[src/rtl/int_seq_pkg.sv]
// Shared types and constants for the interrupt sequencer.
// State encoding, source codes and vector low bytes.
package int_seq_pkg;

  typedef enum logic [2:0] {
    ST_IDLE,
    ST_DUMMY,
    ST_PUSH_PCH,
    ST_PUSH_PCL,
    ST_PUSH_P,
    ST_VEC_LO,
    ST_VEC_HI
  } state_e;

  typedef enum logic [1:0] {
    SRC_NONE = 2'b00,
    SRC_IRQ  = 2'b01,
    SRC_NMI  = 2'b10,
    SRC_RES  = 2'b11
  } src_e;

  localparam logic [7:0] VEC_NMI = 8'hFA;
  localparam logic [7:0] VEC_RES = 8'hFC;
  localparam logic [7:0] VEC_IRQ = 8'hFE;

  function automatic logic [7:0] vec_lo(src_e s);
    logic [7:0] v;
    v = VEC_IRQ;
    case (s)
      SRC_RES: v = VEC_RES;
      SRC_NMI: v = VEC_NMI;
      default: v = VEC_IRQ;
    endcase
    return v;
  endfunction

endpackage

[src/rtl/int_sequencer_pin_sync.sv]
// Two-flop pin synchronizer, inactive level 1,
// with an optional falling-edge strobe on the synced value.
module pin_sync_edge #(
  parameter bit EDGE_EN = 1'b0
) (
  input  logic clk,
  input  logic rst_n,
  input  logic pin_i,
  output logic sync_o,
  output logic fall_o
);

  logic s1_q, s1_d;
  logic s2_q, s2_d;

  always_comb begin
    s1_d = pin_i;
    s2_d = s1_q;
  end

  always_ff @(posedge clk or negedge rst_n) begin
    if (!rst_n) begin
      s1_q <= 1'b1;
      s2_q <= 1'b1;
    end else begin
      s1_q <= s1_d;
      s2_q <= s2_d;
    end
  end

  assign sync_o = s2_q;

  generate
    if (EDGE_EN) begin : g_edge
      logic d_q, d_d;

      always_comb d_d = s2_q;

      always_ff @(posedge clk or negedge rst_n) begin
        if (!rst_n) d_q <= 1'b1;
        else        d_q <= d_d;
      end

      assign fall_o = d_q & ~s2_q;
    end else begin : g_no_edge
      assign fall_o = 1'b0;
    end
  endgenerate

endmodule

[src/rtl/int_sequencer.sv]
// Interrupt/reset entry sequencer: arbitrates RES/NMI/IRQ/BRK
// at instruction boundaries and walks the 6-cycle push/vector sequence.
module int_sequencer
  import int_seq_pkg::*;
(
  input  logic       CLK,
  input  logic       RST_N,
  input  logic       SYNC,
  input  logic       RDY,
  input  logic       RES_N,
  input  logic       NMI_N,
  input  logic       IRQ_N,
  input  logic       BRK_REQ,
  input  logic       I_FLAG,
  output logic       BUSY,
  output logic [1:0] SRC,
  output logic       RW,
  output logic       S_ADL_EN,
  output logic       S_DEC,
  output logic       PCH_DB_EN,
  output logic       PCL_DB_EN,
  output logic       PSR_DB_EN,
  output logic       B_FLAG,
  output logic       VEC_EN,
  output logic [7:0] VEC_ADL,
  output logic       PCL_LOAD_DB,
  output logic       PCH_LOAD_DB,
  output logic       I_SET,
  output logic       DONE
);

  state_e state_q, state_d;
  src_e   src_q, src_d;
  logic   brk_q, brk_d;
  logic   nmi_pend_q, nmi_pend_d;
  logic   res_pend_q, res_pend_d;

  logic nmi_sync, nmi_fall;
  logic irq_sync, irq_fall_unused;
  logic res_sync, res_fall_unused;
  logic irq_req, in_push;

  pin_sync_edge #(.EDGE_EN(1'b1)) u_nmi_sync (
    .clk    (CLK),
    .rst_n  (RST_N),
    .pin_i  (NMI_N),
    .sync_o (nmi_sync),
    .fall_o (nmi_fall)
  );

  pin_sync_edge #(.EDGE_EN(1'b0)) u_irq_sync (
    .clk    (CLK),
    .rst_n  (RST_N),
    .pin_i  (IRQ_N),
    .sync_o (irq_sync),
    .fall_o (irq_fall_unused)
  );

  pin_sync_edge #(.EDGE_EN(1'b0)) u_res_sync (
    .clk    (CLK),
    .rst_n  (RST_N),
    .pin_i  (RES_N),
    .sync_o (res_sync),
    .fall_o (res_fall_unused)
  );

  assign irq_req = ~irq_sync & ~I_FLAG;
  assign in_push = (state_q == ST_PUSH_PCH) ||
                   (state_q == ST_PUSH_PCL) ||
                   (state_q == ST_PUSH_P);

  always_ff @(posedge CLK or negedge RST_N) begin
    if (!RST_N) begin
      state_q    <= ST_IDLE;
      src_q      <= SRC_NONE;
      brk_q      <= 1'b0;
      nmi_pend_q <= 1'b0;
      res_pend_q <= 1'b1;
    end else begin
      state_q    <= state_d;
      src_q      <= src_d;
      brk_q      <= brk_d;
      nmi_pend_q <= nmi_pend_d;
      res_pend_q <= res_pend_d;
    end
  end

  always_comb begin
    state_d    = state_q;
    src_d      = src_q;
    brk_d      = brk_q;
    nmi_pend_d = nmi_pend_q;
    res_pend_d = res_pend_q;

    unique case (state_q)
      ST_IDLE: begin
        if (res_pend_q) begin
          state_d = ST_DUMMY;
          src_d   = SRC_RES;
          brk_d   = 1'b0;
        end else if (SYNC) begin
          if (nmi_pend_q) begin
            state_d = ST_DUMMY;
            src_d   = SRC_NMI;
          end else if (irq_req) begin
            state_d = ST_DUMMY;
            src_d   = SRC_IRQ;
          end else if (BRK_REQ) begin
            state_d = ST_DUMMY;
            src_d   = SRC_IRQ;
            brk_d   = 1'b1;
          end
        end
      end
      ST_DUMMY:    if (RDY) state_d = ST_PUSH_PCH;
      ST_PUSH_PCH: state_d = ST_PUSH_PCL;
      ST_PUSH_PCL: state_d = ST_PUSH_P;
      ST_PUSH_P:   state_d = ST_VEC_LO;
      ST_VEC_LO:   if (RDY) state_d = ST_VEC_HI;
      ST_VEC_HI: begin
        if (RDY) begin
          state_d = ST_IDLE;
          src_d   = SRC_NONE;
          brk_d   = 1'b0;
        end
      end
      default: state_d = ST_IDLE;
    endcase

    // A late NMI steals an IRQ/BRK sequence; brk_q keeps the pushed B bit
    if (in_push && src_q == SRC_IRQ && nmi_pend_q)
      src_d = SRC_NMI;

    if (state_q == ST_PUSH_P) begin
      res_pend_d = 1'b0;
      if (src_d == SRC_NMI) nmi_pend_d = 1'b0;
    end

    if (nmi_fall) nmi_pend_d = 1'b1;

    if (!res_sync) begin
      state_d    = ST_IDLE;
      src_d      = SRC_NONE;
      brk_d      = 1'b0;
      res_pend_d = 1'b1;
    end
  end

  always_comb begin
    BUSY        = (state_q != ST_IDLE);
    SRC         = src_q;
    RW          = 1'b1;
    S_ADL_EN    = 1'b0;
    S_DEC       = 1'b0;
    PCH_DB_EN   = 1'b0;
    PCL_DB_EN   = 1'b0;
    PSR_DB_EN   = 1'b0;
    B_FLAG      = 1'b0;
    VEC_EN      = 1'b0;
    VEC_ADL     = 8'h00;
    PCL_LOAD_DB = 1'b0;
    PCH_LOAD_DB = 1'b0;
    I_SET       = 1'b0;
    DONE        = 1'b0;

    if (in_push) begin
      S_ADL_EN = 1'b1;
      S_DEC    = 1'b1;
      RW       = (src_q == SRC_RES);
    end

    unique case (state_q)
      ST_PUSH_PCH: PCH_DB_EN = 1'b1;
      ST_PUSH_PCL: PCL_DB_EN = 1'b1;
      ST_PUSH_P: begin
        PSR_DB_EN = 1'b1;
        B_FLAG    = brk_q;
      end
      ST_VEC_LO: begin
        VEC_EN      = 1'b1;
        VEC_ADL     = vec_lo(src_q);
        PCL_LOAD_DB = 1'b1;
        I_SET       = 1'b1;
      end
      ST_VEC_HI: begin
        VEC_EN      = 1'b1;
        VEC_ADL     = vec_lo(src_q) + 8'd1;
        PCH_LOAD_DB = 1'b1;
        DONE        = 1'b1;
      end
      default: ;
    endcase
  end

endmodule

[config.mk]
export PLATFORM = sky130hd
export DESIGN_NAME = int_sequencer
export DESIGN_NICKNAME = d
export VERILOG_FILES = /design/src/rtl/int_seq_pkg.sv /design/src/rtl/int_sequencer_pin_sync.sv /design/src/rtl/int_sequencer.sv
export SDC_FILE = /design/constraint.sdc
export NUM_CORES = 1
export LEC_CHECK = 0
export CORE_MARGIN = 3
export CORE_UTILIZATION = 46
export CTS_BUF_LIST = sky130_fd_sc_hd__clkbuf_8 sky130_fd_sc_hd__clkbuf_16
export DETAILED_ROUTE_END_ITERATION = 10
export PLACE_DENSITY = 0.8
export SLEW_MARGIN = 20
export SYNTH_ARGS = -nofsm -noshare
export SYNTH_HDL_FRONTEND = slang
export SYNTH_SLANG_ARGS = --single-unit
export TNS_END_PERCENT = 20
[constraint.sdc]
create_clock -name CLK -period 4.1 [get_ports CLK]
set_input_delay 0.615 -clock CLK [delete_from_list [all_inputs] [get_ports CLK]]
set_output_delay 0.615 -clock CLK [all_outputs]
set_load 0.02 [all_outputs]
* Word level (Yosys, flattened, before mapping)
Index checks and enable logic that the tools add are counted.
W data, S select, Z words.
** Word-level totals
- Register bits after elaboration :: 15
- ROM bits :: 0
- Latch bits :: 0
- Output and inout bits :: 23
- Memory bits (writable) :: 0
- Input port bits :: 9
- Memories kept :: 0
- Word-level logic and storage cells :: 94
** Operators by class
- Magnitude comparators :: 0
- Divide/modulo/power cells :: 0
- $add $sub $neg :: 1
- Reductions and logical operators :: 12
- $mul :: 0
- Multiplexer cells :: 44
- Equal/unequal tests :: 20
- Shift-type cells :: 0
- Bitwise logic cells :: 5
** Operator list (count)
- $mux W3 :: 9
- $mux W1 :: 21
- $pmux W3 S7 :: 1
- $mux W2 :: 8
- $ne A4 B4 Y1 const B :: 4
- $pmux W8 S2 :: 1
- $ne A3 B3 Y1 const B :: 4
- $eq A3 B3 Y1 const B :: 3
- $add A8 B1 Y8 const B :: 1
- $mux W8 :: 1
- $eq A2 B2 Y1 const B :: 3
- $eq A3 B2 Y1 const B :: 2
- $ne A6 B6 Y1 const B :: 1
- $pmux W3 S2 :: 1
- $reduce_and A6 Y1 :: 1
- $reduce_and A5 Y1 :: 1
- $pmux W2 S2 :: 1
- $reduce_bool A2 Y1 :: 2
- $eq A3 B1 Y1 const B :: 1
- $logic_not A3 Y1 :: 1
- $not A1 Y1 :: 3
- $reduce_bool A3 Y1 :: 1
- $and A1 B1 Y1 :: 2
- $eq A2 B1 Y1 const B :: 1
- 6 further kinds :: 8

* Logic depth before layout (Yosys ltp)
Gate-level depths: netlist of the first run.
- Depth after elaboration :: 12
- Mapped depth :: 6
- Gate-level depth less buffers :: 5

* Cells and area by module
From an unflattened synthesis of the first run, not the netlist that was laid out.
** Second synthesis, totals
- Cell total of the unflattened synthesis :: 91
- Area, all modules :: 815.8 sq um
** By module, submodules not included
- int_sequencer :: seq. area each 201.4 sq um, cells each 79, times used 1, area each 595.6 sq um
- pin_sync_edge (u_irq_sync ...) :: seq. area each 52.6 sq um, cells each 4, times used 2, area each 63.8 sq um
- pin_sync_edge (u_nmi_sync) :: seq. area each 78.8 sq um, cells each 4, times used 1, area each 92.6 sq um

* Least setup slack after synthesis of the first run
No wires, ideal clock.
- Path type :: register to output
- From :: reg state_q[0]
- To :: out VEC_ADL[3]
- Path buffers :: 2
- Stages on the path, launching flop included :: 7
- Path slack :: 1977 ps
- Required time :: 3485 ps
- Data arrival time :: 1508 ps
- Path through :: dfrtp_1 > buf_4 > nor2b_1 > and2_1 > nor2_1 > inv_1 > buf_4
** On the way
- Cells in the longest elaborated chain, start to end :: 2
- Elaborated cells on any way between the ends :: 3
- Classes of those cells :: eq/ne: 2; mux: 1
** Ends and longest elaborated chain
- start, declared :: RTL line int_sequencer.sv:32 : state_e state_q, state_d;
- start signal, assigned :: RTL line int_sequencer.sv:80 : state_q <= state_d;
- $eq A3 B3 Y1 :: RTL line int_sequencer.sv:172 : unique case (state_q)
- $pmux W8 S2 (*) :: RTL line int_sequencer.sv:172
- end, declared :: RTL line int_sequencer.sv:25 : output logic [7:0] VEC_ADL,
Mark *: on every way between the ends. The rest lies on a longest branch, timed or not.

* Final worst setup path of the first run
- From :: reg state_q[2]
- To :: out B_FLAG
** On the way
- Cells in the longest elaborated chain, start to end :: 2
** Ends and longest elaborated chain
- $eq A3 B3 Y1 :: RTL line int_sequencer.sv:172
- $mux W1 :: RTL line int_sequencer.sv:172
- end, declared :: RTL line int_sequencer.sv:23 : output logic B_FLAG,
Every way passes these cells.

==> out/qor.yml, run 1 <==
worst_setup_path:
  crit_type: "reg -> out"
  critPathSlowestCell: "clkdlybuf4s50_1"
  crit_path_cell_trace: "or3b_4, inv_1, and2_1, clkdlybuf4s50_1"
  crit_buf_inv: 2
  crit_path_start_kind: "flop"
  crit_path_end_kind: "primary output"
  critPathTopFamily: "buffers and inverters"
  arrival_ps: 2160
  crit_fanout: 11
  crit_required_ps: 3480
  slowest_delay_ps: 610
worst_hold_path:
  hp-class: "reg -> reg"
sta:
  period_needed_ps: 2774
  hold_viol_final: 0
  rsz0062_at_grt: "no"
  setup_viol: 0
  clock_skew_ps: 4.925
  fin_hold_ws_ps: 354.6
  maxSlewHeadroom: 0.5504
  tightest_slew_ps: 672.3
  maxSlewViolCount: 0
  period_share: 0.6766
  fmax_ghz: 0.3605
  setup_ws_ps: 1326
  tns_ps: 0
global_route:
  grt_start_max_net_pins: 16
  gr-total-overflow: 0
  first_global_vias: 671
  antenna_found_initial: 0
  grt_pass1_wl_um: 3111
  grtUsageTotal: 0.1694
placed_design:
  io_buffers: 31
  gp_congestion: 0.8243
  place_ws_ps: 1604
  hpwl_um: 1351
synth:
  synth_area_um2: 863.3
  async_flop_share: 1.000
  syn_area_per_cell_um2: 9.384
  synth_compound_area_frac: 0.1522
  yosysSeqAreaShare: 0.4464
  synth_top_cell_by_area: "dfstp_2"
  synth_nets: 101
  synth.distinct_cells: 28
  synth_top_family_by_area: "simple AND/OR/NAND/NOR gates"
  synthXorXnorAreaFrac: 0
  synth-simple-area-share: 0.2623
  yosysTopAreaCellShare: 0.2435
  synth_edf_count: 0
  synth-adder-area-share: 0
  synth_area_leaders: "dfstp_2 24%, dfrtp_1 20%, buf_4 8.7%, nand2_1 4.8%, a21oi_1 4.6%"
  netlist_instances: 92
  ys.flop_type: "dfstp_2"
  synth-seq-cells: 15
  ys_warn_count: 0
  synthMuxAreaShare: 0
floorplan:
  rows: 15
  core_area_mm2: 0.001745
  ios: 32
  fp.dieH_um: 49.32
  dieArea_mm2: 0.002432
  die_w_um: 49.32
  start_util: 0.4946
cts:
  clkSlewWorstSetupHoldPaths_ps: 60
  root_buffer: "clkbuf_8"
  numCtsBuffers: 3
  cts_tree: "done"
  cts.sinks: 15
  post_cts_buffers: 0
  htree_levels: 1
  cts-resized-gates: 0
  clock_path_buffers: 2
  hold_buffers: 0
  clock_latency_ps: 250
run_status:
  outcome: "finished, final reports clean"
drt:
  drt_first_iter_violations: 11
  vias: 714
  vias_per_cell: 5.100
  wl_per_cell_um: 12.92
  detail_route.wirelength_um: 1809
  drt-pass1-iter-count: 4
  drc_errors: 0
  ant_nets: 0
finish:
  fin_nets: 125
  antenna_cells: 0
  multi_input_area_um2: 357.8
  regArea_um2: 385.4
  drive_gt1_frac: 0.1565
  syn_to_final_growth_pct: 33.48
  nFillCells: 161
power:
  clkPwrFrac: 0.318
  netSwitchingPower_mw: 0.1031
  pwr-share-comb: 0.206
  p_per_area_mw_per_mm2: 317.4
  p_sw_frac: 0.2818
  pwr-share-seq: 0.476
  p_leak_nw: 0.4753
  vdd_drop_max_mv: 0.2179
  p_int_mw: 0.2627
flow_run:
  drv_cap: 0
final cells by class:
type | count | area share
Sequential cell | 15 | 0.3344
Multi-Input combinational cell | 59 | 0.3105
Timing Repair Buffer | 31 | 0.2693
Clock buffer | 3 | 0.03583
Tap cell | 25 | 0.02714
Inverter | 6 | 0.01954
Clock inverter | 1 | 0.003257
per-stage QoR:
stage	power [mW]	util	area (um^2)	instances
final	0.3657	0.6602	1152	140
after global routing	0.3851	0.6602	1152	140
after CTS	0.3691	0.6602	1152	140
after detailed placement	0.2516	0.6344	1107	136
after global placement	0.2499	0.6344	1107	136
after floorplan	0.2194	-	863.3	92
path summary, 6_finish.rpt:
| path | from | endpoint | slack, ps | cells after the start |
|---|---|---|---|---|
| min | u_nmi_sync.s1_q$_DFF_PN1_ | u_nmi_sync.sync_o$_DFF_PN1_ | 350 | 0 |
| max reg2reg | state_q[0]$_DFFE_PN0P_ | nmi_pend_q$_DFFE_PN0P_ | 2440 | 4 |
| min in group asynchronous | RST_N | brk_q$_DFFE_PN0P_ | 770 | 1 |
| max | state_q[2]$_DFFE_PN0P_ | B_FLAG | 1330 | 4 |
| min reg2reg | u_nmi_sync.s1_q$_DFF_PN1_ | u_nmi_sync.sync_o$_DFF_PN1_ | 350 | 0 |
| max in group asynchronous | RST_N | SRC[0]$_DFF_PN0_ | 2890 | 1 |
logic make-up after synthesis:
family | after synthesis
simple gates | 39
buf+inv | 18
compound gates | 20
flops | 15
synthesized netlist by cell type (all sizes together), types with 3 or more instances:
library cell	count
dfstp	8
nand2	11
a21oi	8
buf	12
and2	3
o21ai	5
nor2	9
dfrtp	7
nor3	5
nor2b	3
inv	6
nand2b	3
power groups by stage:
stage                     Combinational, mW  Sequential [mW]  Clock [mW]
after global placement               0.0745            0.175           0
after global routing                 0.0817            0.176       0.127
after detailed placement             0.0754            0.176           0
final                                0.0755            0.174       0.116
after CTS                            0.0762            0.174       0.119
after floorplan                      0.0474            0.172           0
sequential cells by signal, indices dropped and copies added (netlist names):
register               count
state_q                    3
SRC                        2
brk_q                      1
nmi_pend_q                 1
res_pend_q                 1
u_irq_sync.s1_q            1
u_irq_sync.sync_o          1
u_nmi_sync.g_edge.d_q      1
u_nmi_sync.s1_q            1
u_nmi_sync.sync_o          1
u_res_sync.s1_q            1
u_res_sync.sync_o          1
cell usage in the layout (no fill, tap or decap), types with 3 or more instances in the layout:
master / Yosys / final
a21oi_1: 8 / 8
and2_1: 3 / 3
clkbuf_8: 0 / 3
clkdlybuf4s50_1: 0 / 31
dfrtp_1: 7 / 7
dfstp_2: 8 / 8
inv_1: 5 / 6
nand2_1: 11 / 11
nand2b_1: 3 / 3
nor2_1: 9 / 9
nor2b_1: 3 / 3
nor3_1: 4 / 4
o21ai_0: 4 / 4
layer usage:
metal  wire length [um]  global-route usage
met1                758              0.1965
met3                186             0.06116
met2                828              0.2723
met5                  0                   0
met4                 35             0.08531
Power figures use the tool's default switching activity.
==> run 2: changes to the inputs <==
Settings changed: CORE_UTILIZATION 46 to 39, PLACE_DENSITY 0.8 to 0.72.
Clock period 4.1 ns to 2.4 ns, I/O delays scaled along.
==> run 2 against run 1 <==
Compared with the run above: critical path depth up 1; register-to-register slack worse by 1800 ps; die area up 16%; clock skew down 3.3 ps; global-route usage down 2.4 points; setup slack worse by 1200 ps; via count down 0.84%; count of clock-buffer cells in the layout unchanged; combinational power up 83%; hold slack better by 0.71 ps; critical endpoint is now VEC_ADL[2]; largest cell class unchanged; largest power group unchanged.
==> out/qor.yml, run 2 (synthesized netlist as in run 1, its figures left out) <==
run_status:
  outcome: "finished, final reports clean"
power:
  p_leak_nw: 0.6285
  netSwitchingPower_mw: 0.1752
  vdd_drop_max_mv: 0.3940
  clkPwrFrac: 0.313
  pwr-share-comb: 0.220
  pwr-share-seq: 0.467
  p_sw_frac: 0.2790
  p_per_area_mw_per_mm2: 526.1
  p_int_mw: 0.4527
worst_setup_path:
  rr_startpoint: "state_q[0]$_DFFE_PN0P_"
  crit_path_end_kind: "primary output"
  crit_required_ps: 2040
  crit_path_start_kind: "flop"
  crit_type: "reg -> out"
  crit_path_cell_trace: "nor2b_1, and2_1, nor2_1, a21oi_1, clkdlybuf4s50_1"
  crit_fanout: 10
  endpoint: "VEC_ADL[2]"
  cp-startpoint: "state_q[1]$_DFFE_PN0P_"
  worst-r2r-cell-count: 6
  slowest_delay_ps: 620
  arrival_ps: 1930
  rrSetupSlack_ps: 670
  reg2reg_to: "nmi_pend_q$_DFFE_PN0P_"
  critPathSlowestCell: "clkdlybuf4s50_1"
finish:
  final_area_mm2: 0.001194
  final_common_cell: "clkdlybuf4s50_1"
  max_flop_register: "state_q"
  drive_gt1_frac: 0.1966
  largest_register_ffs: 3
  post-route-util: 0.5903
  fin_nets: 127
  syn_to_final_growth_pct: 38.26
  layout_common_cells: "23 x clkdlybuf4s50_1, 11 x nand2_1, 9 x nor2_1"
  antenna_cells: 0
drt:
  drc_errors: 0
  wl_per_cell_um: 12.81
  drt-pass1-iter-count: 4
  drt_first_iter_violations: 11
  detail_route.wirelength_um: 1845
  ant_nets: 0
  vias_per_cell: 4.917
  vias: 708
cts:
  cts_tree: "done"
  hold_buffers: 0
  clock_path_buffers: 2
  htree_levels: 1
  clock_latency_ps: 240
  numCtsBuffers: 3
  clkSlewWorstSetupHoldPaths_ps: 60
  cts.sinks: 15
  root_buffer: "clkbuf_8"
worst_hold_path:
  hp-class: "reg -> reg"
floorplan:
  rows: 16
  core_area_mm2: 0.002022
  ios: 32
  start_util: 0.4270
  die_w_um: 53.05
  fp.dieH_um: 53.05
  dieArea_mm2: 0.002814
sta:
  period_share: 0.9547
  tns_ps: 0
  rsz0062_at_grt: "no"
  maxSlewViolCount: 0
  fmax_ghz: 0.4364
  clock_skew_ps: 1.653
  setup_viol: 0
  hold_viol_final: 0
  tightest_slew_ps: 644.7
  period_needed_ps: 2291
  maxSlewHeadroom: 0.5688
global_route:
  grtUsageTotal: 0.1449
  first_global_vias: 669
  grt_pass1_wl_um: 2994
  gr-total-overflow: 0
  antenna_found_initial: 0
  grt_start_max_net_pins: 16
placed_design:
  gp_congestion: 0.8382
  hpwl_um: 1440
  place_area_mm2: 0.001125
  io_buffers: 31
flow_run:
  drv_cap: 0
run 2: power by group through the flow:
stage	registers, mW	logic, mW	clock network (mW)
global placement	0.296	0.136	0
global route	0.296	0.150	0.212
finish	0.293	0.138	0.197
floorplan	0.294	0.0811	0
CTS	0.293	0.140	0.202
detailed placement	0.297	0.138	0
run 2: worst min path at each step:
stage                         startpoint                          end  slack [ps]  depth (start not counted)
6_report       u_res_sync.s1_q$_DFF_PN1_  u_res_sync.sync_o$_DFF_PN1_         360                          0
5_1_grt        u_res_sync.s1_q$_DFF_PN1_  u_res_sync.sync_o$_DFF_PN1_         360                          0
4_1_cts        u_res_sync.s1_q$_DFF_PN1_  u_res_sync.sync_o$_DFF_PN1_         360                          0
3_5_place_dp   u_res_sync.s1_q$_DFF_PN1_  u_res_sync.sync_o$_DFF_PN1_         350                          0
3_3_place_gp   u_nmi_sync.s1_q$_DFF_PN1_  u_nmi_sync.sync_o$_DFF_PN1_         350                          0
2_1_floorplan                      RST_N             SRC[0]$_DFF_PN0_          60                          0
run 2: final cells by class:
| type | count | area (um^2) |
|---|---|---|
| clock inverter | 1 | 5.005 |
| inverter | 6 | 22.52 |
| timing repair buffer | 33 | 345.3 |
| sequential | 15 | 387.9 |
| clock buffer | 3 | 41.29 |
| tap | 27 | 33.78 |
| multi-input combinational | 59 | 357.8 |
| fill | 176 | 828.3 |
run 2: critical path: cells and delay by family, from the launching register on:
family,cells,cell delay [ps]
and+or+nand+nor,3,460
DFF,1,470
AOI/OAI and AO/OA,1,120
buffers and inverters,1,620
run 2: per-stage QoR:
stage | setup slack (ps) | hold WS, ps | total power, mW | std cells
finish | 108.7 | 355.3 | 0.6279 | 144
CTS | 38.59 | 355.8 | 0.6349 | 144
floorplan | 531.8 | 64.41 | 0.3749 | 92
global route | 1.025 | 358.2 | 0.6576 | 144
global placement | 280.5 | 345.3 | 0.4325 | 140
detailed placement | 225.1 | 347.3 | 0.4344 | 140
run 2: routing by layer:
layer | vias up | global-route usage | part of all wire
li1 | 350 | - | -
met4 | 0 | 0.03830 | 0
met5 | - | 0 | 0
met3 | 0 | 0.03380 | 0.096
met1 | 323 | 0.1901 | 0.44
met2 | 35 | 0.2376 | 0.46
run 2: what timing repair did:
item	4_1_cts	5_1_grt
pin swaps	0	0
setup endpoints to repair	9	8
buffers inserted	0	0
gates resized for setup	2	8
==> run 3: changes to the inputs <==
Settings changed: HOLD_SLACK_MARGIN set to 0.06.
==> results of run 3 <==
The final DEF is identical to that of run 2; final timing and power are the same.
